`src/rtl/vga_pkg.sv`:
```
// Shared 640x480@60 timing constants, the centred 512x384 bitmap window and the pixel colour type.
package vga_pkg;

  localparam logic [9:0] H_VIS      = 10'd640;
  localparam logic [9:0] H_FP_END   = 10'd656;
  localparam logic [9:0] H_SYNC_END = 10'd752;
  localparam logic [9:0] H_TOTAL    = 10'd800;

  localparam logic [9:0] V_VIS      = 10'd480;
  localparam logic [9:0] V_FP_END   = 10'd490;
  localparam logic [9:0] V_SYNC_END = 10'd492;
  localparam logic [9:0] V_TOTAL    = 10'd525;

  localparam logic [9:0] WIN_H0 = 10'd64;
  localparam logic [9:0] WIN_V0 = 10'd48;
  localparam logic [9:0] WIN_W  = 10'd512;
  localparam logic [9:0] WIN_H  = 10'd384;

  localparam logic [9:0] BYTES_PER_LINE = 10'd32;
  // Screen pixels covered by one source byte: 8 bits, each doubled.
  localparam logic [9:0] GROUP_W = 10'd16;

  typedef logic [7:0] rgb332_t;

endpackage

```
`src/rtl/vga_timing.sv`:
```
// Pixel-clock divider plus horizontal/vertical raster counters.
module vga_timing
  import vga_pkg::*;
#(
  parameter int unsigned DIV = 4
) (
  input  logic       clk,
  input  logic       rst,
  output logic       pix_tick,
  output logic [9:0] h,
  output logic [9:0] v
);

  localparam int unsigned DivW = (DIV > 1) ? $clog2(DIV) : 1;

  logic [DivW-1:0] div_q;
  logic [9:0]      h_q;
  logic [9:0]      v_q;

  assign pix_tick = (div_q == DivW'(DIV - 1));
  assign h        = h_q;
  assign v        = v_q;

  always_ff @(posedge clk) begin
    if (rst) begin
      div_q <= '0;
      h_q   <= '0;
      v_q   <= '0;
    end else if (pix_tick) begin
      div_q <= '0;
      if (h_q == H_TOTAL - 10'd1) begin
        h_q <= '0;
        v_q <= (v_q == V_TOTAL - 10'd1) ? '0 : v_q + 10'd1;
      end else begin
        h_q <= h_q + 10'd1;
      end
    end else begin
      div_q <= div_q + DivW'(1);
    end
  end

endmodule

```
`src/rtl/vga_fetch.sv`:
```
// Video-side framebuffer reader: 256x192 mono bitmap doubled into a bordered 640x480 raster.
module vga_fetch
  import vga_pkg::*;
#(
  parameter int unsigned ADDR         = 16,
  parameter int unsigned DIV          = 4,
  parameter rgb332_t     FG_COLOR     = 8'hFF,
  parameter rgb332_t     BG_COLOR     = 8'h00,
  parameter rgb332_t     BORDER_COLOR = 8'h02
) (
  input  logic            clk,
  input  logic            rst,
  input  logic [ADDR-1:0] fb_base,
  output logic            rd_en,
  output logic [ADDR-1:0] rd_addr,
  input  logic [7:0]      rd_data,
  output logic            hsync,
  output logic            vsync,
  output logic            de,
  output rgb332_t         pix,
  output logic            vblank_irq
);

  logic       pix_tick;
  logic [9:0] h;
  logic [9:0] v;

  vga_timing #(
    .DIV(DIV)
  ) u_timing (
    .clk      (clk),
    .rst      (rst),
    .pix_tick (pix_tick),
    .h        (h),
    .v        (v)
  );

  logic [ADDR-1:0] base_q;
  logic [7:0]      cur_byte_q;
  logic [7:0]      nxt_byte_q;
  logic            cap_q;

  logic [9:0] h_nx;
  logic       win_line, win_col, visible;
  logic       fetch_hit, load_hit, frame_end, vblank_hit;
  logic [4:0] g;
  logic [7:0] sy;
  rgb332_t    pix_d;

  assign h_nx     = h + 10'd1;
  assign win_line = (v >= WIN_V0) && (v < WIN_V0 + WIN_H);
  assign win_col  = (h >= WIN_H0) && (h < WIN_H0 + WIN_W);
  assign visible  = (h < H_VIS) && (v < V_VIS);

  // Each byte is fetched one group ahead of the screen position that shows it.
  assign fetch_hit = pix_tick && win_line && (h >= WIN_H0 - GROUP_W)
                     && (h < WIN_H0 - GROUP_W + BYTES_PER_LINE * GROUP_W) && (h[3:0] == 4'd0);
  // Load as the counter enters a group so the first pixel of the group already sees it.
  assign load_hit  = pix_tick && (h_nx >= WIN_H0) && (h_nx < WIN_H0 + WIN_W)
                     && (h_nx[3:0] == 4'd0);
  assign frame_end  = pix_tick && (h == H_TOTAL - 10'd1) && (v == V_TOTAL - 10'd1);
  assign vblank_hit = pix_tick && (h == H_TOTAL - 10'd1) && (v == V_VIS - 10'd1);

  assign g  = 5'((h - (WIN_H0 - GROUP_W)) >> 4);
  assign sy = 8'((v - WIN_V0) >> 1);

  always_comb begin
    pix_d = '0;
    if (visible) begin
      if (win_line && win_col) begin
        pix_d = cur_byte_q[~h[3:1]] ? FG_COLOR : BG_COLOR;
      end else begin
        pix_d = BORDER_COLOR;
      end
    end
  end

  always_ff @(posedge clk) begin
    if (rst) begin
      base_q     <= '0;
      cur_byte_q <= '0;
      nxt_byte_q <= '0;
      cap_q      <= 1'b0;
      rd_en      <= 1'b0;
      rd_addr    <= '0;
      hsync      <= 1'b1;
      vsync      <= 1'b1;
      de         <= 1'b0;
      pix        <= '0;
      vblank_irq <= 1'b0;
    end else begin
      rd_en <= fetch_hit;
      if (fetch_hit) begin
        rd_addr <= base_q + ADDR'({sy, g});
      end
      cap_q <= rd_en;
      if (cap_q) begin
        nxt_byte_q <= rd_data;
      end
      if (load_hit) begin
        cur_byte_q <= nxt_byte_q;
      end
      if (frame_end) begin
        base_q <= fb_base;
      end
      hsync      <= !((h >= H_FP_END) && (h < H_SYNC_END));
      vsync      <= !((v >= V_FP_END) && (v < V_SYNC_END));
      de         <= visible;
      pix        <= pix_d;
      vblank_irq <= vblank_hit;
    end
  end

endmodule
```
`config.mk`:
```
export PLATFORM = sky130hd
export DESIGN_NAME = vga_fetch
export DESIGN_NICKNAME = d
export VERILOG_FILES = /design/src/rtl/vga_pkg.sv /design/src/rtl/vga_timing.sv /design/src/rtl/vga_fetch.sv
export SDC_FILE = /design/constraint.sdc
export NUM_CORES = 1
export LEC_CHECK = 0
export CAP_MARGIN = 20
export CORE_MARGIN = 2
export CORE_UTILIZATION = 50
export DETAILED_ROUTE_END_ITERATION = 8
export HOLD_SLACK_MARGIN = 0.06
export PLACE_DENSITY = 0.74
export SLEW_MARGIN = 10
export SYNTH_ARGS = -nofsm -noshare
export SYNTH_HDL_FRONTEND = slang
export SYNTH_SLANG_ARGS = --single-unit
```
`constraint.sdc`:
```
create_clock -name clk -period 3 [get_ports clk]
set_clock_uncertainty 0.2 [all_clocks]
set_input_delay 0.3 -clock clk [delete_from_list [all_inputs] [get_ports clk]]
set_output_delay 0.3 -clock clk [all_outputs]
set_load 0.01 [all_outputs]
```
=== After elaboration in Yosys (flattened, before gate mapping) ===
Cells that the tools add are included.

* Register bits after elaboration: 84
* Bits in latches: 0
* RAM bits: 0
* ROM bits: 0
* Input port bits: 26
* Output and inout bits: 29
* Word-level logic and storage cells: 73
* Memories kept: 0

* Add/sub/neg operators: 6
* Multipliers: 0
* Divide/modulo/power cells: 0
* $lt $le $gt $ge: 15
* Eq/ne operators: 4
* Shift operators: 0
* Muxes and demuxes: 6
* Bitwise operators: 3
* Reduce and logical (&&, ||, !) cells: 24

{| class="wikitable"
|+ Operators with widths
! cell !! number
|-
| less-than comparator 10 bit, second input constant || 5
|-
| less-than comparator 10 x 9 -> 1 bit, second input constant || 3
|-
| adder 10 x 1 -> 10 bit, second input constant || 2
|-
| == test 10 bit, second input constant || 2
|-
| greater-or-equal comparator 10 x 6 -> 1 bit, second input constant || 2
|-
| greater-or-equal comparator 10 x 7 -> 1 bit, second input constant || 2
|-
| two-way mux 10 bit || 2
|-
| subtractor 9 x 6 -> 9 bit, second input constant || 2
|-
| adder 16 x 13 -> 16 bit || 1
|-
| logical AND 1 bit || 16
|-
| == test 10 x 9 -> 1 bit, second input constant || 1
|-
| greater-or-equal comparator 10 bit, second input constant || 1
|-
| greater-or-equal comparator 10 x 9 -> 1 bit, second input constant || 1
|-
| logical NOT 4 bit || 2
|-
| two-way mux 8 bit || 1
|-
| less-than comparator 3 x 4 -> 1 bit, second input constant || 1
|-
| OR reduction 2 bit || 2
|-
| binary-select mux 1 bit (select 3 bit) || 1
|-
| NOT 3 bit || 1
|-
| OR reduction 3 bit || 1
|-
| adder 2 x 1 -> 2 bit, second input constant || 1
|-
| == test 2 bit, second input constant || 1
|-
| logical NOT 1 bit || 2
|-
| two-way mux 2 bit || 1
|-
| 3 further kinds || 4
|}

=== Depth between registers and ports, before layout ===
* Depth after elaboration: 6
* Depth in mapped cells: 11
* Mapped depth without buffers: 10

=== By module ===
A second synthesis with hierarchy kept.

* Cells, all modules: 468
* Area total of the unflattened synthesis: 4,292.9 um^2

{| class="wikitable"
|+ Modules (own cells, without submodules)
! module !! times used !! cells each !! area an instance (um^2)
|-
| vga_fetch || 1 || 343 || 3,194.3
|-
| vga_timing || 1 || 125 || 1,098.6
|}

=== Worst setup path after synthesis ===
Ideal clock, no wire load.

* Kind: register -> register
* Start: reg u_timing.h_q[6] (netlist: u_timing.h[6])
* End: reg rd_addr[10]
* Setup time: 132 ps
* Arrival time: 2,327 ps
* Data required time: 2,668 ps
* Path slack: 341 ps
* Stages on the path, launching flop included: 11
* Path buffers: 2
* Cells stage by stage: dfxtp_1 buf_6 clkbuf_1 xnor2_1 ha_1 nor2b_1 o2111a_1 or2_2 a2111o_1 nand4_1 a21oi_1

* Cells in the longest elaborated chain, start to end: 4
* Elaborated cells on any way between the ends: 7
* Those cells by class: add/sub: 2; order compare: 2; reduce/logical: 3

{| class="wikitable"
|+ Ends and longest elaborated chain
! what !! RTL line !! RTL
|-
| from (decl) || vga_timing.sv:17 || <nowiki>logic [9:0] h_q;</nowiki>
|-
| from (signal assigned) || vga_timing.sv:35 || <nowiki>h_q <= h_q + 10'd1;</nowiki>
|-
| parallel branches: the longest is 4 deep, another holds adder 16 x 13 -> 16 bit || n/a ||
|-
| to (signal assigned) || vga_fetch.sv:94 || <nowiki>rd_addr <= base_q + ADDR'({sy, g});</nowiki>
|-
| to (decl) || vga_fetch.sv:15 || <nowiki>output logic [ADDR-1:0] rd_addr,</nowiki>
|}

Parallel ways; which one is timed is not known.
A chain may end at the register's enable or synchronous reset.

=== Worst setup path after layout ===
* Start: reg u_timing.h_q[4] (netlist: u_timing.h[4])
* End: reg rd_addr[10]

Same word-level chain as after synthesis.

==> impl_results.md <==
* Compound-gate portion of the synthesized area at 0.1403
* Main combinational cell family by area after synthesis: simple AND/OR/NAND/NOR gates
* Area growth, synth to finish at 17.85%
* Top cell types by occurrence after synthesis: dfxtp_1, nand2_1, nor2_1, a21oi_1, ha_1
* Worst-margin pin slew at between 0.5 and 0.6 ns
* RSZ-0062 raised after global routing: false
* Core area at just over 8000 sq um
* CTS tree: done
* Synth Instances at ~500
* WL per Instance at between 10 and 15 um
* Fmax at about 350 MHz
* Post-Place Cells at 640
* Netlist cell types at 53
* Root Buffer: clkbuf_8
* CTS buffer count at 9
* Total Die Area at roughly 9200 sq um
* CP arrival at 2.88 ns
* Largest cells by area after synthesis: dfxtp_1, ha_1, nand2_1
* Top-area cell type share of the netlist area at 0.3693
* Final Non-Filler Cells at approximately 660
* Synth area leader: dfxtp_1
* Final setup viols at 0
* Antenna Diode Count at 0
* Worst slew margin at 0.6501
* Port bufs at 54
* Vias after detailed routing at around 3600
* Dpl hpwl at 6.856 mm
* TritonCTS Sinks at 78
* CP startpoint kind: flop
* Number of synthesized flops with an enable pin at 0
* # DRC at 0
* Post-Synth XOR/XNOR Area at 0.06008
* First-pass GRT wire length at between 15 and 20 mm
* Netlist Area Pre-Place at about 4200 sq um
* Synth Area in Adders at 0.08168
* Synth Warn # at 0
* Antenna-violating nets left at 0
* Row cnt at 33
* Nets at 599
* Total track usage at 0.2153
* Leak at 1.883 nW
* Mux contribution to synthesized area at 0.06067
* FFs w/ async S/R, synth at 0
* Die width at between 90 and 100 um
* Max Cap Viol at 0
* Largest net degree at the start of global routing at 38
* IO Pins at 55
* Fin crit period at about 2.8 ns
* Post-Syn Nets at 558
* Yosys reg bits at slightly below 80
* H-tree depth at 3
* Die height at 95.96 um
* Fillers at between 700 and 800
* CP Class: flop to flop
* Outcome: finished, final reports clean
* Clk_lat worst skew at 0.36 ns
* Register area share after synthesis at 0.3693
* Req. time, crit path at between 3 and 4 ns
* Min Hold Slack at 0.1942 ns
* Max-slew violation count at 0
* DR iter-0 viols at between 200 and 250
* Worst setup EP type: flop
* Drt total wl at just over 9 mm
* Most common cell in the netlist: dfxtp_1
* Critical Path Fanout Max at 7
* Starting Density at 0.5145
* Vias in the first global route at ~3300
* Final hold vios at 0
* Synth Area per Inst at between 8 and 9 sq um
* Initial antenna violation count at 0
* VDD IR max at 0.1867 mV
* Simple-gate share of the synthesized area at 0.2202
* Vias per cell at 5.546
* GPL Wtd Cong at 0.9043
* Hold Path Class: input port to flop
* Pwr dens at about 400 nW/um^2
* CTS max path bufs at 2
* DRT Pass-1 Iters at 5
* Setup TNS at 0 ns
* Share of layout cells above drive strength 1 at 0.06715
* Final period util at 0.9483
* Power consumption at between 2 and 2.5 mW
* Grt ovf at 0
* Main synth FF type: dfxtp_1
* Clock slew at reported path FFs at about 0.090 ns
==> critical path, stage by stage (launching register included) <==
cell	delay (ns)
dfxtp_1	0.43
ha_1	0.32
xnor2_1	0.15
ha_1	0.28
nor2b_1	0.16
o2111a_1	0.26
or2_2	0.32
a2111o_1	0.42
nand4_1	0.10
a21oi_1	0.08
==> cells by family after synthesis <==
| family | count (synthesis) |
|---|---|
| simple gates | 199 |
| compound gates | 98 |
| flops | 78 |
| buf+inv | 51 |
| xor+xnor | 29 |
| fa+ha+maj | 27 |
| mux | 23 |
==> what timing repair did <==
action / in CTS / in global routing
setup endpoints to repair: 0 / 4
setup buffers: 0 / 0
gates resized for setup: 0 / 1
hold buffers: 0 / 0
==> final timing paths <==
kind / start / endpoint / slack (ns) / cells after the start
worst max-delay path: u_timing.h[4] / rd_addr[10] / 0.16 / 9
worst min-delay path: rst / base_q[13] / 0.19 / 2
worst min register to register: u_timing.div_q[0] / u_timing.div_q[0] / 0.23 / 1
worst max register to register: u_timing.h[4] / rd_addr[10] / 0.16 / 9
==> flip-flops by register name, summed over array words and instances, names as in the netlist, 2 cells and up <==
name,flops
cur_byte_q,8
u_timing.v,10
u_timing.div_q,2
pix,2
rd_addr,16
nxt_byte_q,8
u_timing.h,10
base_q,16
==> placed cells by master (no fill, tap or decap), types with 4 or more instances in the layout <==
| master | count |
|---|---|
| buf_4 | 10 |
| clkbuf_8 | 10 |
| a21o_1 | 5 |
| mux2i_1 | 20 |
| nand2_1 | 69 |
| xnor2_1 | 15 |
| xor2_1 | 14 |
| nor3_1 | 12 |
| dfxtp_1 | 78 |
| a21oi_1 | 43 |
| nor2_1 | 56 |
| and3_1 | 4 |
| nand3_1 | 17 |
| a31oi_1 | 5 |
| clkdlybuf4s50_1 | 53 |
| nand4_1 | 12 |
| ha_1 | 26 |
| nor2b_1 | 4 |
| a211oi_1 | 5 |
| o21ai_0 | 23 |
| inv_1 | 16 |
==> final cells by class <==
type | instances | area, sq um | area share
Clock buffer | 10 | 137.6 | 0.02762
Clock inverter | 6 | 92.59 | 0.01858
Inverter | 17 | 63.81 | 0.01281
Multi-Input combinational cell | 376 | 2385 | 0.4787
Sequential cell | 78 | 1562 | 0.3134
Tap cell | 105 | 131.4 | 0.02637
Timing Repair Buffer | 64 | 610.6 | 0.1226
==> per-layer routing <==
layer | wire length (um) | up-vias | track usage
li1 | - | 1824 | -
met3 | 453 | 14 | 0.04777
met4 | 137 | 0 | 0.06190
met2 | 4120 | 104 | 0.3275
met1 | 4589 | 1696 | 0.3057
met5 | 0 | - | 0
==> stage by stage <==
stage               area [sq um]  utilization  setup slack (ns)
floorplan                   4228            -            0.3408
global placement            4747       0.5777            0.2645
detailed placement          4747       0.5777            0.1754
CTS                         4977       0.6058            0.1592
global route                4982       0.6064         0.0002309
finish                      4982       0.6064            0.1552
==> report_power, final <==
part | internal [mW] | leakage [nW] | switching (mW)
logic | 0.0396 | 1.14 | 0.0315
registers | 1.04 | 0.629 | 0.00285
clock network | 0.497 | 0.110 | 0.397
total | 1.58 | 1.88 | 0.431
Power figures use the tool's default switching activity.
